## config.mk

```make
export PLATFORM = sky130hd
export DESIGN_NAME = mem_access_stage
export DESIGN_NICKNAME = d
export VERILOG_FILES = /design/src/rtl/mem_access_stage.sv
export SDC_FILE = /design/constraint.sdc
export NUM_CORES = 1
export LEC_CHECK = 0
export ABC_CLOCK_PERIOD_IN_PS = 2850
export CAP_MARGIN = 40
export CORE_MARGIN = 2
export CORE_UTILIZATION = 47
export CTS_CLUSTER_SIZE = 14
export DETAILED_ROUTE_END_ITERATION = 8
export PLACE_DENSITY = 0.92
export SYNTH_ARGS = -nofsm -noshare
export SYNTH_HDL_FRONTEND = slang
export SYNTH_SLANG_ARGS = --single-unit
```

## constraint.sdc

```tcl
create_clock -name clk -period 2.85 [get_ports clk]
set_input_delay 0.57 -clock clk [delete_from_list [all_inputs] [get_ports clk]]
set_output_delay 0.57 -clock clk [all_outputs]
set_load 0.05 [all_outputs]
```

## src/rtl/mem_access_stage.sv

```systemverilog
// MEM stage controller: turns EX results into one word-aligned data-memory
// request, waits for ack or timeout, and returns extended load data.
module mem_access_stage #(
    parameter int TIMEOUT = 255
) (
    input  logic        clk,
    input  logic        rst,
    input  logic        ex_valid,
    input  logic        mem_read,
    input  logic        mem_write,
    input  logic [2:0]  funct3,
    input  logic [31:0] alu_result,
    input  logic [31:0] write_data,
    output logic        stall,
    output logic [31:0] load_data,
    output logic        load_valid,
    output logic        mem_fault,
    output logic        bus_error,
    output logic        dmem_req,
    output logic        dmem_we,
    output logic [31:0] dmem_addr,
    output logic [31:0] dmem_wdata,
    output logic [3:0]  dmem_be,
    input  logic        dmem_ack,
    input  logic [31:0] dmem_rdata
);

    typedef enum logic {IDLE, WAIT} state_t;

    localparam logic [7:0] CNT_LAST = 8'(TIMEOUT - 1);

    state_t      state_q, state_d;
    logic [7:0]  cnt_q, cnt_d;
    logic        req_q, req_d;
    logic        we_q, we_d;
    logic [31:0] addr_q, addr_d;
    logic [31:0] wdata_q, wdata_d;
    logic [3:0]  be_q, be_d;
    logic [2:0]  f3_q, f3_d;
    logic [1:0]  lane_q, lane_d;
    logic [31:0] ld_q, ld_d;
    logic        lvld_q, lvld_d;
    logic        fault_q, fault_d;
    logic        berr_q, berr_d;

    logic        illegal;
    logic [3:0]  be_new;
    logic [31:0] wdata_new;
    logic [7:0]  rd_byte;
    logic [15:0] rd_half;
    logic [31:0] rd_ext;

    always_comb begin
        illegal = (mem_read & mem_write)
                | (funct3 == 3'b011) | (funct3 == 3'b110) | (funct3 == 3'b111)
                | (mem_write & funct3[2])
                | ((funct3[1:0] == 2'b01) & alu_result[0])
                | ((funct3[1:0] == 2'b10) & (|alu_result[1:0]));
    end

    // Store data is replicated across lanes so the memory only needs the byte enables.
    always_comb begin
        case (funct3[1:0])
            2'b00: begin
                be_new    = 4'b0001 << alu_result[1:0];
                wdata_new = {4{write_data[7:0]}};
            end
            2'b01: begin
                be_new    = alu_result[1] ? 4'b1100 : 4'b0011;
                wdata_new = {2{write_data[15:0]}};
            end
            default: begin
                be_new    = 4'b1111;
                wdata_new = write_data;
            end
        endcase
    end

    always_comb begin
        case (lane_q)
            2'd0:    rd_byte = dmem_rdata[7:0];
            2'd1:    rd_byte = dmem_rdata[15:8];
            2'd2:    rd_byte = dmem_rdata[23:16];
            default: rd_byte = dmem_rdata[31:24];
        endcase
        rd_half = lane_q[1] ? dmem_rdata[31:16] : dmem_rdata[15:0];
        case (f3_q)
            3'b000:  rd_ext = {{24{rd_byte[7]}}, rd_byte};
            3'b001:  rd_ext = {{16{rd_half[15]}}, rd_half};
            3'b100:  rd_ext = {24'd0, rd_byte};
            3'b101:  rd_ext = {16'd0, rd_half};
            default: rd_ext = dmem_rdata;
        endcase
    end

    always_comb begin
        state_d = state_q;
        cnt_d   = cnt_q;
        req_d   = req_q;
        we_d    = we_q;
        addr_d  = addr_q;
        wdata_d = wdata_q;
        be_d    = be_q;
        f3_d    = f3_q;
        lane_d  = lane_q;
        ld_d    = ld_q;
        lvld_d  = 1'b0;
        fault_d = 1'b0;
        berr_d  = 1'b0;
        if (state_q == IDLE) begin
            if (ex_valid && (mem_read || mem_write)) begin
                if (illegal) begin
                    fault_d = 1'b1;
                end else begin
                    state_d = WAIT;
                    cnt_d   = 8'd0;
                    req_d   = 1'b1;
                    we_d    = mem_write;
                    addr_d  = {alu_result[31:2], 2'b00};
                    be_d    = be_new;
                    wdata_d = wdata_new;
                    f3_d    = funct3;
                    lane_d  = alu_result[1:0];
                end
            end
        end else begin
            // Ack takes precedence over a timeout in the same cycle.
            if (dmem_ack) begin
                state_d = IDLE;
                req_d   = 1'b0;
                if (!we_q) begin
                    ld_d   = rd_ext;
                    lvld_d = 1'b1;
                end
            end else if (cnt_q == CNT_LAST) begin
                state_d = IDLE;
                req_d   = 1'b0;
                berr_d  = 1'b1;
            end else begin
                cnt_d = cnt_q + 8'd1;
            end
        end
    end

    always_ff @(posedge clk) begin
        if (rst) begin
            state_q <= IDLE;
            cnt_q   <= 8'd0;
            req_q   <= 1'b0;
            we_q    <= 1'b0;
            addr_q  <= 32'd0;
            wdata_q <= 32'd0;
            be_q    <= 4'd0;
            f3_q    <= 3'd0;
            lane_q  <= 2'd0;
            ld_q    <= 32'd0;
            lvld_q  <= 1'b0;
            fault_q <= 1'b0;
            berr_q  <= 1'b0;
        end else begin
            state_q <= state_d;
            cnt_q   <= cnt_d;
            req_q   <= req_d;
            we_q    <= we_d;
            addr_q  <= addr_d;
            wdata_q <= wdata_d;
            be_q    <= be_d;
            f3_q    <= f3_d;
            lane_q  <= lane_d;
            ld_q    <= ld_d;
            lvld_q  <= lvld_d;
            fault_q <= fault_d;
            berr_q  <= berr_d;
        end
    end

    assign stall      = (state_q == WAIT);
    assign dmem_req   = req_q;
    assign dmem_we    = we_q;
    assign dmem_addr  = addr_q;
    assign dmem_wdata = wdata_q;
    assign dmem_be    = be_q;
    assign load_data  = ld_q;
    assign load_valid = lvld_q;
    assign mem_fault  = fault_q;
    assign bus_error  = berr_q;

endmodule

```

==> results of run 1 <==
sequential cells by signal, summed over array words and instances, names as in the netlist:
signal,flops
dmem_wdata,32
load_data,32
dmem_addr,30
cnt_q,8
dmem_be,4
f3_q,3
lane_q,2
bus_error,1
dmem_req,1
dmem_we,1
load_valid,1
mem_fault,1
stall,1
area by class of cell:
class                           count  area [sq um]  share of cell area (%)
Clock buffer                       24           502                    6.17
Clock inverter                      8           120                    1.48
Inverter                            5          18.8                   0.231
Tap cell                          143           179                    2.20
Sequential cell                   117          2340                    28.8
Timing Repair Buffer              225          2260                    27.9
Multi-Input combinational cell    454          2700                    33.2
cells in the mapped netlist, drive strengths merged (2+ instances only):
| library cell | instances | share of area (%) |
|---|---|---|
| dfxtp | 117 | 44 |
| a21oi | 78 | 7.4 |
| o21ai | 75 | 7.0 |
| nand2 | 56 | 3.9 |
| nand3 | 49 | 4.7 |
| nor2 | 39 | 2.9 |
| a211oi | 34 | 5.4 |
| clkbuf | 33 | 2.3 |
| buf | 31 | 3.5 |
| mux2i | 20 | 3.7 |
| nor3 | 14 | 1.3 |
| a311oi | 10 | 1.6 |
| o2111ai | 10 | 1.6 |
| nand3b | 8 | 1.1 |
| a31oi | 7 | 0.82 |
| mux2 | 7 | 1.5 |
| o221a | 7 | 1.5 |
| inv | 4 | 0.28 |
| nand2b | 4 | 0.47 |
| xor2 | 4 | 0.65 |
| nand4 | 3 | 0.35 |
| nor2b | 3 | 0.35 |
| o211ai | 3 | 0.42 |
| o31ai | 3 | 0.51 |
| and3b | 2 | 0.33 |
| ha | 2 | 0.47 |
| o211a | 2 | 0.37 |
routing by layer:
| metal | vias to the layer above | part of all wire [%] | track usage [%] |
|---|---|---|---|
| met1 | 2754 | 39 | 32.6 |
| met4 | 0 | 3.2 | 13.1 |
| met2 | 326 | 49 | 48.8 |
| met3 | 52 | 8.7 | 8.69 |
| li1 | 2704 | - | - |
| met5 | - | 0 | 0 |
power by group:
part / total [uW] / internal (uW) / switching [uW]
Combinational: 767 / 308 / 459
Sequential: 1720 / 1690 / 33.5
Clock: 2240 / 1490 / 753
Total: 4730 / 3480 / 1250
cells by family (layout without fill, tap and decap cells):
family | Yosys count | after routing
AOI/OAI and AO/OA | 234 | 234
and+or+nand+nor | 185 | 185
DFF | 117 | 117
buffers and inverters | 69 | 262
muxes | 27 | 27
xor gates and xnor gates | 4 | 4
adders and majority gates | 2 | 2
other | 1 | 2
per-stage QoR:
stage | setup WS (ps) | hold WS, ps
6_report | 534 | 473
5_1_grt | 481 | 491
4_1_cts | 532 | 473
3_5_place_dp | 437 | 466
3_3_place_gp | 495 | 460
2_1_floorplan | 1150 | 479
worst paths after layout:
path         cells after the start  slack, ps            end          start
min                              2        470  dmem_addr[11]  dmem_addr[11]
min reg2reg                      2        470  dmem_addr[11]  dmem_addr[11]
max                              1        530          stall          stall
max reg2reg                      4        940   load_data[0]        f3_q[0]
layout by cell type (no fill, tap or decap), types with 4 or more instances in the layout:
cell type / synthesis / layout
clkdlybuf4s50_1: 0 / 207
dfxtp_1: 117 / 117
a21oi_1: 76 / 76
o21ai_0: 73 / 73
nand2_1: 56 / 56
nand3_1: 48 / 48
nor2_1: 38 / 38
a211oi_1: 27 / 27
mux2i_1: 20 / 20
clkbuf_16: 0 / 17
nor3_1: 14 / 14
buf_4: 10 / 13
o2111ai_1: 10 / 10
a311oi_1: 10 / 10
nand3b_1: 8 / 8
a31oi_1: 7 / 7
o221a_2: 7 / 7
a211oi_2: 7 / 7
mux2_2: 7 / 7
clkbuf_8: 0 / 5
inv_1: 4 / 4
nand2b_1: 4 / 4
xor2_1: 4 / 4
buf_12: 0 / 4
==> reports/results.ini, run 1 <==
[layout]
nNetsFinal = 927
fin_cells = 976
fill_cells = 809
syn_to_final_growth_pct = 51.4
design_area_sq_mm = 0.00813
post-route-util_pct = 72.1
drive_above_1_share_pct = 9.12
diodes = 0

[power_and_ir_drop]
p_leak_uw = 0.00275
powerDensity_mw_per_mm2 = 582
power_uw = 4730
peakVddDrop_mv = 0.360

[setup_path]
worstPathMaxFanout = 8
crit_buf_inv = 1
endpoint_kind = primary output
cp-start-kind = flop
crit_slowest_cell = clkdlybuf4s50_1
critPathKind = reg -> out
worst_path_largest_cell_delay_ps = 880
critPathTopFamily = buffers and inverters
crit_path_cell_trace = clkdlybuf4s50_1
required_ps = 2280
arrival_ps = 1750

[global_route]
grt_max_degree = 62
grt_use_total_pct = 28.5
grt_pass1_vias = 5606
grt_pass1_wl_mm = 28.3
overflow = 0
antenna_found_initial = 0

[sta]
tightestPinTransition_ps = 703
setup_viol = 0
finalHoldViolCount = 0
rsz0062_at_grt = no
setup_tns_ps = 0
max_freq_mhz = 432
maxSlewViolCount = 0
worst_slew_margin_rel_pct = 53.1
skew_ps = 9.19
fin_crit_ps = 2320
timing.final.crit_share_pct = 81.3

[drt]
vias = 5836
firstDrtPassIters = 6
wirelength_mm = 18.1
vias_per_cell = 5.98
drt_iter0_markers = 610
ant_nets = 0
wire_per_inst_um = 18.6
drc = 0

[synth]
yosys_most_used_dff = dfxtp_1
avgSynthCellArea_sq_um = 8.40
ys_types = 50
synth.yosys.seq_area_share_pct = 43.6
synth_seq_cells = 117
synthAdderAreaFrac_pct = 0.466
synth_area_sq_mm = 0.00537
syn_inst = 639
synth_compound_area_share_pct = 27.5
synth_top_family_by_area = compound AO/OA/AOI/OAI gates
yosys_warnings = 0
synth_edf_count = 0
synth_xor_area_share_pct = 0.653
ys_async_sr_fraction_pct = 0
muxShareOfSynthArea_pct = 5.20
yosys.area_share.simple_pct = 16.4

[die]
start_util_pct = 47.6
num_rows = 39
die_h_um = 111
die-area_sq_mm = 0.0123
core_area_sq_mm = 0.0113
die_x_um = 111
io_pins = 211

[clock_tree]
insertion_delay_ps = 410
clk_pin_slew_ps = 50
clock-sinks = 117
h-tree-depth = 4
cts_tree = yes
root_buffer = clkbuf_16
clk_path_buf_depth = 2
post_cts_resized = 0
cts_buffers = 17
cts_setup_buffers = 0
hold_buffers = 0

[placement]
io_buffer_count = 208
gp_congestion = 0.842
dp_hpwl_mm = 12.0
place_area_sq_mm = 0.00751
place_inst = 944

[outcome]
status = finished, final reports clean

[run]
cap_viol_max_count = 0

[worst_hold_path]
hp-class = reg -> reg

Power figures use the tool's default switching activity.
==> run 2: changes to the inputs <==
ABC_CLOCK_PERIOD_IN_PS = 1950   (was 2850)
CORE_UTILIZATION = 40   (was 47)
PLACE_DENSITY = 0.83   (was 0.92)
clock period = 1.95 ns   (was 2.85 ns; I/O delays follow)
==> run 2 against run 1 <==
Final cell count grew 5.9%. Routed wire length shrank 1.6%. Sequential power grew 46%. Largest cell class unchanged. Clock skew grew 1.6 ps. Die area grew 17%. Largest power group unchanged. Non-clock buffer count grew 25. First-iteration DRC count shrank 35%. Design area grew 3.9%. Clock power grew 41%.
==> reports/results.ini, run 2 (synthesized netlist as in run 1, its figures left out) <==
[layout]
final_cell_mix = dfxtp_1, clkdlybuf4s50_1, a21oi_1, o21ai_0, nand2_1
fin_cells = 1034  ; +5.9%
syn_to_final_growth_pct = 57.3
nNetsFinal = 952  ; +2.7%
final_common_cell = dfxtp_1
drive_above_1_share_pct = 13.6  ; +4.5 points
design_area_sq_mm = 0.00844  ; +3.9%
diodes = 0  ; unchanged

[die]
start_util_pct = 40.7  ; -6.9 points
io_pins = 211  ; unchanged
die_x_um = 120  ; +8.1%
num_rows = 42  ; +7.7%
die-area_sq_mm = 0.0144  ; +17%
die_h_um = 120  ; +8.1%
core_area_sq_mm = 0.0132  ; +17%

[global_route]
overflow = 0  ; unchanged
grt_use_total_pct = 24.1  ; -4.4 points
grt_pass1_vias = 5374  ; -4.1%
grt_pass1_wl_mm = 27.9  ; -1.6%
antenna_found_initial = 0  ; unchanged
grt_max_degree = 50  ; -19%

[drt]
wire_per_inst_um = 17.3  ; -7.1%
vias = 5773  ; -1.1%
drc = 0  ; unchanged
drt_iter0_markers = 399  ; -35%
firstDrtPassIters = 6  ; unchanged
ant_nets = 0  ; unchanged
vias_per_cell = 5.58  ; -6.6%
wirelength_mm = 17.8  ; -1.6%

[sta]
finalHoldViolCount = 0  ; unchanged
timing.final.crit_share_pct = 98.3
tightestPinTransition_ps = 693  ; -10.8 ps
fin_crit_ps = 1920
max_freq_mhz = 522
skew_ps = 10.8  ; +1.57 ps
maxSlewViolCount = 0  ; unchanged
worst_slew_margin_rel_pct = 53.7  ; +0.62 points
finalWorstSetupSlack_ps = 34.1  ; -500 ps
setup_viol = 0  ; unchanged
rsz0062_at_grt = no
setup_tns_ps = 0  ; unchanged

[placement]
place_area_sq_mm = 0.00779  ; +3.9%
place_inst = 1002  ; +6.1%
dp_hpwl_mm = 12.2  ; +1.8%
gp_congestion = 0.832  ; -1.1%
dp_slack_ps = -169  ; -606 ps
io_buffer_count = 208  ; unchanged

[clock_tree]
root_buffer = clkbuf_16
h-tree-depth = 4  ; unchanged
clock-sinks = 117  ; unchanged
cts_buffers = 17  ; unchanged
insertion_delay_ps = 410  ; about the same
clk_pin_slew_ps = 60  ; about the same
clk_path_buf_depth = 2  ; unchanged
cts_tree = yes
hold_buffers = 0  ; unchanged

[power_and_ir_drop]
peakVddDrop_mv = 0.497  ; +38%
power_uw = 6810  ; +44%
p_leak_uw = 0.00384  ; +40%
powerDensity_mw_per_mm2 = 807  ; +39%

[setup_path]
arrival_ps = 1530  ; -220 ps
required_ps = 1560  ; -720 ps
worst_path_largest_cell_delay_ps = 800  ; -80 ps
crit_path_start = dmem_wdata[5]
crit_buf_inv = 1  ; unchanged
critPathTopFamily = buffers and inverters
critPathKind = reg -> out
worstReg2RegStart = f3_q[0]
cp-start-kind = flop
crit_path_cell_trace = clkdlybuf4s50_1
endpoint_kind = primary output
crit_slowest_cell = clkdlybuf4s50_1
worstPathMaxFanout = 2  ; -6

[worst_hold_path]
hp-class = in -> reg
hold_start = rst

[outcome]
status = finished, final reports clean

[run]
cap_viol_max_count = 0  ; unchanged

## run 2: changes by cell type in the layout (fill, tap and decap cells not counted)
cell and change:
clkbuf_1 +2, clkbuf_8 -3, clkinv_2 +1, buf_4 +35
clkdlybuf4s50_1 -97, dlymetal6s2s_1 +41, buf_12 +9, clkinv_4 +1
buf_8 -1, dlygate4sd2_1 +38, clkinvlp_4 -1
## run 2: final timing paths
kind,end,slack [ps],cells past startpoint
worst max-delay path,dmem_wdata[5],30,1
worst min-delay path,cnt_q[6],260,2
worst max register to register,load_data[1],130,4
worst min register to register,dmem_addr[11],470,2
## run 2: stage by stage
| step | hold slack [ps] | util [%] |
|---|---|---|
| after floorplan | 479 | - |
| after global placement | 460 | 59.1 |
| after detailed placement | 465 | 59.1 |
| after CTS | 242 | 63.2 |
| after global routing | 264 | 64.0 |
| final | 260 | 64.0 |
## run 2: power breakdown
part / switching [uW] / internal (uW) / total [uW] / leakage, uW
sequential: 40.3 / 2470 / 2510 / 0.000948
combinational: 678 / 479 / 1160 / 0.00260
clock: 1080 / 2070 / 3150 / 0.000291
total: 1800 / 5020 / 6810 / 0.00384
## run 2: final cells by class
cell class | count | area (sq um)
well taps | 176 | 220
multi-input cells | 454 | 2700
fillers | 1113 | 4750
inverters | 5 | 18.8
flip-flops and latches | 117 | 2340
clock buffers | 23 | 468
repair buffers | 250 | 2570
clock inverters | 9 | 126
## run 2: per-layer routing
| layer | wire (um) | track usage (%) |
|---|---|---|
| met2 | 8500 | 38.7 |
| met5 | 0 | 0 |
| met1 | 7270 | 29.2 |
| met3 | 1570 | 8.79 |
| met4 | 501 | 9.56 |
## run 2: timing repair
action	4_1_cts	5_1_grt
resized for setup	38	41
cloned	0	0
endpoints found under the hold margin	0	0
setup buffers	0	0
setup endpoints to repair	38	41
==> run 3: changes to the inputs <==
CORE_UTILIZATION = 57   (was 40)
DONT_BUFFER_PORTS = 1   (was not set)
PLACE_DENSITY = 0.81   (was 0.83)
==> run 3 against run 2 <==
Routed wire length shrank 11%. Non-clock buffer count down 205. Critical path type is now reg -> reg. Sequential share of layout area grew 9.5 points. Clock skew is 1.9 ps lower. Design area fell by 25%. Final cell count is 26% lower. Global-route usage up 5.7 points. Hold slack worse by 230 ps. Combinational power decreased by 57%. Via count shrank 13%. Clock-buffer cell count fell by 5. Critical path depth is 5 higher.
==> reports/results.ini, run 3 (synthesized netlist as in run 1, its figures left out) <==
[sta]
tightestPinTransition_ps = 578  ; -115 ps
max_freq_mhz = 528  ; +1.1%
maxSlewViolCount = 0  ; unchanged
skew_ps = 8.89  ; -1.87 ps
finalHoldViolCount = 0  ; unchanged
setup_viol = 0  ; unchanged
fin_crit_ps = 1890  ; -21.5 ps
worst_slew_margin_rel_pct = 61.4  ; +7.7 points
timing.final.crit_share_pct = 97.2  ; -1.1 points

[power_and_ir_drop]
internal-power_uw = 4520  ; -9.8%
powerDensity_mw_per_mm2 = 998  ; +24%
comb_power_share_pct = 7.9  ; -9.1 points
pwr-share-seq_pct = 44.0  ; +7.2 points
p_leak_uw = 0.00214  ; -44%
p_sw_share_pct = 28.0  ; +1.6 points
clkPwrFrac_pct = 48.1  ; +1.9 points
peakVddDrop_mv = 0.638  ; +28%
power.switching_uw = 1760  ; -2.0%

[die]
die_x_um = 101  ; -16%
start_util_pct = 58.4  ; +18 points
core_area_sq_mm = 0.00920  ; -30%
die_h_um = 101  ; -16%
die-area_sq_mm = 0.0102  ; -29%
io_pins = 211  ; unchanged
num_rows = 35  ; -17%

[global_route]
grt_pass1_vias = 4783  ; -11%
antenna_found_initial = 0  ; unchanged
overflow = 0  ; unchanged
grt_max_degree = 84  ; +68%
grt_use_total_pct = 29.8  ; +5.7 points
grt_pass1_wl_mm = 24.0  ; -14%

[drt]
firstDrtPassIters = 4  ; -2
drt_iter0_markers = 268  ; -33%
wirelength_mm = 15.9  ; -11%
drc = 0  ; unchanged
ant_nets = 0  ; unchanged
wire_per_inst_um = 20.8  ; +20%
vias_per_cell = 6.54  ; +17%
vias = 4996  ; -13%

[clock_tree]
insertion_delay_ps = 510  ; +100 ps
cts_tree = yes
clk_path_buf_depth = 2  ; unchanged
clock-sinks = 117  ; unchanged
clk_pin_slew_ps = 60  ; about the same
cts_buffers = 17  ; unchanged
h-tree-depth = 4  ; unchanged
root_buffer = clkbuf_8

[placement]
gp_congestion = 0.872  ; +4.8%
dp_hpwl_mm = 10.2  ; -17%
io_buffer_count = 0  ; -100%
place_inst = 705  ; -30%

[run]
cap_viol_max_count = 0  ; unchanged

[setup_path]
worstReg2RegStart = stall
rr_endpoint = dmem_wdata[8]
cp-start-kind = flop
arrival_ps = 2330  ; +800 ps
worstPathMaxFanout = 22  ; +20
required_ps = 2390  ; +830 ps
reg2reg_depth = 6  ; +2
critPathKind = reg -> reg
crit_end = dmem_wdata[8]
endpoint_kind = flop
crit_path_start = stall
regToRegSetupSlack_ps = 60  ; -70 ps

[layout]
register_area_sq_mm = 0.00235  ; +0.16%
final_common_cell = dfxtp_1
post-route-util_pct = 68.5  ; +4.5 points
final_cell_mix = dfxtp_1, a21oi_1, o21ai_0, nand2_1, nand3_1
drive_above_1_share_pct = 13.8  ; +0.15 points
diodes = 0  ; unchanged
fin_cells = 764  ; -26%
syn_to_final_growth_pct = 17.3
fill_cells = 719  ; -35%
multi_input_area_sq_mm = 0.00273  ; +1.2%
nNetsFinal = 747  ; -22%

[worst_hold_path]
hp-class = in -> reg
hold_start = alu_result[5]

[outcome]
status = finished, final reports clean

## run 3: cell types whose count changed in the layout (fill, tap and decap cells not counted), sizes merged
cell           before  now
inv                 4    7
dlygate4sd2        38    0
buf                61   21
bufinv              3    2
clkinv              6    5
dlymetal6s2s       41    0
clkbuf             23   19
clkinvlp            1    5
dlygate4sd3         0   23
clkdlybuf4s50     110    0
## run 3: critical path, stage by stage (launching register included)
cell           delay (ps)
dfxtp_2               350
inv_1                 100
o211a_4               210
buf_12                170
a21oi_1                90
a311oi_2              290
dlygate4sd3_1         620
## run 3: layout make-up
class,instances,share of cell area (%)
timing repair buffer,45,7.67
sequential,117,37.2
tap,111,2.21
clock inverter,14,2.40
clock buffer,18,6.79
inverter,5,0.298
multi-input combinational,454,43.4
## run 3: power by group through the flow
stage | combinational (uW) | sequential (uW) | clock, uW
finish | 499 | 2760 | 3020
global placement | 395 | 2810 | 0
floorplan | 381 | 2800 | 0
global route | 545 | 2770 | 3170
detailed placement | 412 | 2810 | 0
CTS | 471 | 2760 | 3060
## run 3: repair_timing
action	4_1_cts	5_1_grt
setup endpoints to repair	0	21
hold endpoints to repair	106	0
resized for setup	0	9
setup buffers	0	2
hold buffers	24	0
## run 3: worst min-delay path by stage
stage                    endpoint  slack (ps)  depth (start not counted)
floorplan                cnt_q[4]         480                          1
global placement     load_data[9]         470                          1
detailed placement  load_data[10]         480                          1
CTS                  dmem_addr[5]           9                          2
global route         dmem_addr[5]          10                          2
finish               dmem_addr[5]          30                          2
## run 3: through the flow
stage	hold slack, ps	TNS (ps)	cell area (sq um)	setup slack [ps]	power (uW)
3_3_place_gp	475	0	5390	259	3210
6_report	25.7	0	6300	55.6	6290
2_1_floorplan	479	0	5370	251	3180
3_5_place_dp	478	0	5390	222	3230
5_1_grt	9.64	-0.543	6300	-0.543	6490
4_1_cts	9.13	0	6220	16.0	6290
## run 3: layer usage
metal / GRT usage, % / vias up / routed length, um
met1: 33.2 / 2368 / 5850
met4: 10.3 / 0 / 354
met2: 50.6 / 250 / 8060
met3: 13.0 / 32 / 1590
li1: - / 2346 / -
met5: 0 / - / 0
